[config.mk]
export PLATFORM = sky130hd
export DESIGN_NAME = mult_request_scheduler
export DESIGN_NICKNAME = d
export VERILOG_FILES = /design/src/rtl/mult_request_scheduler.sv
export SDC_FILE = /design/constraint.sdc
export NUM_CORES = 1
export LEC_CHECK = 0
export BUFFER_PORTS_ARGS = -buffer_cell sky130_fd_sc_hd__buf_2
export CAP_MARGIN = 0
export CORE_MARGIN = 2
export CORE_UTILIZATION = 38
export CTS_CLUSTER_DIAMETER = 60
export DETAILED_ROUTE_END_ITERATION = 7
export PLACE_DENSITY = 0.55
export SLEW_MARGIN = 25
export SYNTH_ARGS = -nofsm -noshare
export SYNTH_HDL_FRONTEND = slang
export SYNTH_SLANG_ARGS = --single-unit
[constraint.sdc]
create_clock -name clk -period 3.4 [get_ports clk]
set_clock_uncertainty 0.05 [all_clocks]
set_input_delay 0.17 -clock clk [delete_from_list [all_inputs] [get_ports clk]]
set_output_delay 0.17 -clock clk [all_outputs]
set_load 0.01 [all_outputs]
[src/rtl/mult_request_scheduler.sv]
// mult_request_scheduler: two-requester round-robin front-end for a sequential
// shift-add multiplier, with a two-digit time-multiplexed 7-segment display of
// the last product.
// Optional build macro: MULT_SCHED_ZERO_SKIP_EN (finishes CALC after one cycle
// when either latched operand is zero).
module mult_request_scheduler #(
  parameter int unsigned WIDTH          = 3,
  parameter int unsigned REFRESH_CYCLES = 4
) (
  input  logic               clk,
  input  logic               reset,
  input  logic               i_req_a,
  input  logic [WIDTH-1:0]   i_a_factor_a,
  input  logic [WIDTH-1:0]   i_a_factor_b,
  input  logic               i_req_b,
  input  logic [WIDTH-1:0]   i_b_factor_a,
  input  logic [WIDTH-1:0]   i_b_factor_b,
  output logic               o_gnt_a,
  output logic               o_gnt_b,
  output logic               o_busy,
  output logic               o_done,
  output logic               o_owner,
  output logic [2*WIDTH-1:0] o_product,
  output logic [6:0]         o_segments,
  output logic               o_lsb_digit
);

  localparam int unsigned PW     = 2 * WIDTH;
  localparam int unsigned STEP_W = 2;
  localparam int unsigned CNT_W  = (REFRESH_CYCLES > 1) ? $clog2(REFRESH_CYCLES) : 1;

  typedef enum logic {IDLE = 1'b0, CALC = 1'b1} state_t;

  state_t            state;
  state_t            next_state;
  logic              last_b;
  logic              owner_pend;
  logic [WIDTH-1:0]  mplier;
  logic [PW-1:0]     mcand;
  logic [PW-1:0]     acc;
  logic [STEP_W-1:0] step;
  logic              zero_op;
  logic [CNT_W-1:0]  refresh_cnt;

  logic              grant_a_c;
  logic              grant_b_c;
  logic              last_step_c;
  logic [PW-1:0]     acc_next_c;
  logic [PW-1:0]     product_c;
  logic [3:0]        digit_c;
  logic [31:0]       prod32_c;

  // 7-segment pattern for one decimal digit (bit0=a .. bit6=g)
  function automatic logic [6:0] seg7(input logic [3:0] d);
    logic [6:0] s;
    case (d)
      4'd0:    s = 7'h3F;
      4'd1:    s = 7'h06;
      4'd2:    s = 7'h5B;
      4'd3:    s = 7'h4F;
      4'd4:    s = 7'h66;
      4'd5:    s = 7'h6D;
      4'd6:    s = 7'h7D;
      4'd7:    s = 7'h07;
      4'd8:    s = 7'h7F;
      4'd9:    s = 7'h6F;
      default: s = 7'h00;
    endcase
    return s;
  endfunction

  // State register
  always_ff @(posedge clk) begin
    if (reset) state <= IDLE;
    else       state <= next_state;
  end

  // Next-state logic
  always_comb begin
    next_state = state;
    case (state)
      IDLE:    if (grant_a_c || grant_b_c) next_state = CALC;
      CALC:    if (last_step_c) next_state = IDLE;
      default: next_state = IDLE;
    endcase
  end

  // Arbitration and shift-add step decode; a tie goes to whoever was not granted last
  always_comb begin
    grant_a_c   = 1'b0;
    grant_b_c   = 1'b0;
    if (state == IDLE) begin
      if (i_req_a && (!i_req_b || last_b)) grant_a_c = 1'b1;
      else if (i_req_b)                    grant_b_c = 1'b1;
    end
    acc_next_c  = acc + (mplier[0] ? mcand : PW'(0));
`ifdef MULT_SCHED_ZERO_SKIP_EN
    last_step_c = (state == CALC) && ((step == STEP_W'(WIDTH - 1)) || zero_op);
    product_c   = zero_op ? PW'(0) : acc_next_c;
`else
    last_step_c = (state == CALC) && (step == STEP_W'(WIDTH - 1));
    product_c   = acc_next_c;
`endif
  end

  // Operand capture, multiplier datapath and registered handshake outputs
  always_ff @(posedge clk) begin
    if (reset) begin
      o_gnt_a    <= 1'b0;
      o_gnt_b    <= 1'b0;
      o_busy     <= 1'b0;
      o_done     <= 1'b0;
      o_owner    <= 1'b0;
      o_product  <= '0;
      last_b     <= 1'b1;
      owner_pend <= 1'b0;
      mplier     <= '0;
      mcand      <= '0;
      acc        <= '0;
      step       <= '0;
      zero_op    <= 1'b0;
    end else begin
      o_gnt_a <= grant_a_c;
      o_gnt_b <= grant_b_c;
      o_done  <= last_step_c;
      o_busy  <= (next_state == CALC);
      if (grant_a_c || grant_b_c) begin
        mplier     <= grant_a_c ? i_a_factor_b : i_b_factor_b;
        mcand      <= PW'(grant_a_c ? i_a_factor_a : i_b_factor_a);
        zero_op    <= grant_a_c ? ((i_a_factor_a == '0) || (i_a_factor_b == '0))
                                : ((i_b_factor_a == '0) || (i_b_factor_b == '0));
        acc        <= '0;
        step       <= '0;
        last_b     <= grant_b_c;
        owner_pend <= grant_b_c;
      end else if (state == CALC) begin
        acc    <= acc_next_c;
        mplier <= mplier >> 1;
        mcand  <= mcand << 1;
        step   <= step + STEP_W'(1);
        if (last_step_c) begin
          o_product <= product_c;
          o_owner   <= owner_pend;
        end
      end
    end
  end

  // Digit selected by the current display phase
  always_comb begin
    prod32_c = 32'(o_product);
    digit_c  = o_lsb_digit ? 4'(prod32_c % 32'd10) : 4'(prod32_c / 32'd10);
  end

  // Display refresh: hold each digit REFRESH_CYCLES cycles, segments lag one edge
  always_ff @(posedge clk) begin
    if (reset) begin
      refresh_cnt <= '0;
      o_lsb_digit <= 1'b1;
      o_segments  <= 7'h3F;
    end else begin
      if (refresh_cnt == CNT_W'(REFRESH_CYCLES - 1)) begin
        refresh_cnt <= '0;
        o_lsb_digit <= ~o_lsb_digit;
      end else begin
        refresh_cnt <= refresh_cnt + CNT_W'(1);
      end
      o_segments <= seg7(digit_c);
    end
  end

endmodule

==> flow_metrics.py <==
metrics = {
    "clocking": {
        "clk_root_buffer_cell": "clkbuf_8",
        "clkSinkCount": 40,
        "cts_tree": "done",
        "path_clk_slew_ns": 0.08,
        "post_cts_resize_count": 0,
        "inserted_clock_buffers": 5,
        "cts-root-to-sink-buffers": 2,
        "post_cts_setup_bufs": 0,
        "clk-insertion-delay-late_ns": 0.29,
        "cts_hold_buf": 0,
        "clock_tree.htree_level_count": 2,
    },
    "sta": {
        "setup_tns_ns": 0,
        "period_minus_slack_ns": 3.15,
        "final_setup_violation_count": 0,
        "setup_repair_after_global_routing_missed_its_margin": "no",
        "fin_crit_sh_pct": 92.7,
        "drv_slew": 0,
        "hold_violations": 0,
        "timing.hold.ws_ns": 0.0795,
        "max_slew_margin_pct": 61.6,
        "fmax_mhz": 317,
        "tightest_slew_ns": 0.577,
    },
    "worst_setup_path": {
        "path_cells": "or2_2 -> ha_1 -> and2b_1 -> nand2_1 -> a311oi_4 -> ha_1 -> mux2i_2 -> a21oi_4 -> a2111oi_1 -> o21bai_1",
        "path_buf_inv": 0,
        "cpLargestDelayFamily": "compound AO/OA/AOI/OAI gates",
        "worstSetupStartpointType": "register",
        "timing.critical_path.slowest_cell_delay_ns": 0.43,
        "worstPathRequired_ns": 3.53,
        "worst-endpoint-arrival_ns": 3.28,
        "timing.setup.critical_path_class": "reg2reg",
        "timing.critical_path.mode_cell": "ha_1",
        "path_max_fanout": 9,
        "worst_setup_path_end_kind": "register",
        "worst_path_max_delay_cell": "a2111oi_1",
    },
    "pwr": {
        "cellPowerDensity_nw_per_um2": 379,
        "ir_worst_vdd_mv": 0.231,
        "p_leak_nw": 1.18,
    },
    "yosys": {
        "synth-edff-count": 0,
        "syn_inst": 272,
        "synth_compound_gate_area_share_pct": 21.7,
        "ys_async_sr_fraction_pct": 0,
        "synth-xor-area-share_pct": 3.38,
        "synth.yosys.seq_area_share_pct": 34.3,
        "synthDominantAreaCellType": "dfxtp_1",
        "yosysTopAreaCellShare_pct": 34.3,
        "yosys.area_share.adder_pct": 8.91,
        "yosys_register_bits": 40,
        "synthMuxAreaShare_pct": 2.47,
        "synth.most_common_cell": "dfxtp_1",
        "main_combinational_cell_family_by_area_after_synthesis": "simple AND/OR/NAND/NOR gates",
        "net_count_synth": 304,
        "yosys_warnings": 0,
        "ranking_of_synthesized_cells_by_area": "dfxtp_1 34%, ha_1 8.0%, nand2_1 5.0%, nor2_1 5.0%, a21oi_1 4.7%",
        "post_synth_and_or_nand_nor_area_fraction_pct": 23.8,
        "average_cell_area_after_synthesis_um2": 8.57,
        "synth_top_cells_by_count": "40 x dfxtp_1, 31 x nand2_1, 31 x nor2_1",
        "synth.cell_area_um2": 2330,
        "synth-main-ff-cell": "dfxtp_1",
        "synth.lib_cells_used.distinct": 58,
    },
    "route": {
        "route.detailed.drc": 0,
        "initialDrtViolationCount": 71,
        "detail_route.wl_per_cell_um": 12.7,
        "drt-pass1-iter-count": 4,
        "via_count": 1930,
        "routed_wirelength_mm": 4.83,
        "post_drt_via_cell_ratio": 5.05,
        "ant_nets": 0,
    },
    "min_path": {
        "timing.hold.worst.class": "in2reg",
    },
    "cells_and_area": {
        "synthToLayoutAreaGrowth_pct": 13.7,
        "post-route-cell-area_um2": 2650,
        "final_layout_size_suffix_gt1_share_pct": 18.9,
        "num-nets-final": 338,
        "antennaDiodeCount": 0,
    },
    "die": {
        "start_util_pct": 39.4,
        "die_w_um": 82.3,
        "placement_rows": 28,
        "top_level_ports": 35,
        "coreArea_um2": 5920,
        "floorplan.die.height_um": 82.3,
        "dieArea_um2": 6780,
    },
    "global_route": {
        "global_route_wire_length_before_repair_mm": 8.29,
        "grt-ovfl-total": 0,
        "grt_antenna_before_repair": 0,
        "gr-usage-all-layers_pct": 15.7,
        "grt_pass1_vias": 1802,
        "grt_max_degree": 33,
    },
    "place": {
        "port_buffers": 34,
        "dpl-instance-area_um2": 2560,
        "dpl.hpwl_mm": 3.59,
        "finalWeightedCongestion": 0.834,
    },
    "job": {
        "drv_cap": 0,
    },
    "outcome": {
        "status": "complete, no violations",
    },
}
-- metrics by stage --
| stage | setup WS, ns | power [W] | utilization [%] | std cells |
|---|---|---|---|---|
| after floorplan | 0.295 | 0.000630 | - | 272 |
| after CTS | 0.258 | 0.00102 | 44.8 | 382 |
| after global routing | 0.00902 | 0.00106 | 44.8 | 382 |
| after detailed placement | 0.273 | 0.000679 | 43.2 | 374 |
| after global placement | 0.310 | 0.000677 | 43.2 | 374 |
| final | 0.247 | 0.00100 | 44.8 | 382 |
-- worst reg2reg max path, delay by kind of cell (launching register included) --
kind,cells,cell delay [ns]
fa+ha+maj,2,0.64
simple gates,3,0.75
flops,1,0.31
mux,1,0.28
compound gates,4,1.03
-- final timing paths --
path	end	slack (ns)	startpoint	cells after the start
worst max-delay path	o_segments[5]	0.25	o_product[3]	10
worst min-delay path	mcand[2]	0.08	i_a_factor_a[2]	3
worst max register to register	o_segments[5]	0.25	o_product[3]	10
worst min register to register	refresh_cnt[0]	0.40	refresh_cnt[0]	1
-- registers in the layout, summed over array words and instances, names as in the netlist, 2 cells and up --
signal,flops
step,2
mplier,3
acc,6
mcand,6
o_segments,7
refresh_cnt,2
o_product,6
-- placed cells by master, fill, tap and decap left out, types with 3 or more instances in the layout --
cell type	instances
and3_1	6
nor2b_1	3
o21bai_1	3
nor2_1	31
inv_1	13
clkbuf_8	6
a31oi_1	3
nor3b_1	3
or2_2	3
nor3_1	3
mux2i_1	3
a211oi_1	6
nand2_1	31
xnor2_1	7
dfxtp_1	40
and2_1	7
nand2b_1	7
buf_4	5
ha_1	15
o21ai_0	7
a21o_1	5
buf_2	34
a21oi_1	22
-- metal layers --
layer	GRT usage [%]	wire length (µm)
met1	20.5	2340
met2	26.0	2260
met3	3.04	164
met4	5.00	63
met5	0	0
-- power breakdown --
group | leakage (nW) | switching [W] | internal (W)
Clock | 0.0445 | 0.000172 | 0.000165
Sequential | 0.326 | 0.0000211 | 0.000494
Combinational | 0.807 | 0.0000857 | 0.0000652
-- cells by family (layout without fill, tap and decap cells) --
family,Yosys count,after routing
compound gates,69,69
xor+xnor,9,9
fa+ha+maj,16,16
buf+inv,25,60
flops,40,40
mux,5,5
simple gates,108,108
-- cell type report --
type | instances | area, µm²
multi-input cells | 207 | 1410
inverters | 13 | 48.8
clock inverters | 1 | 7.51
flip-flops and latches | 40 | 801
fillers | 601 | 3270
well taps | 75 | 93.8
repair buffers | 39 | 208
clock buffers | 7 | 86.3
Power figures use the tool's default switching activity.
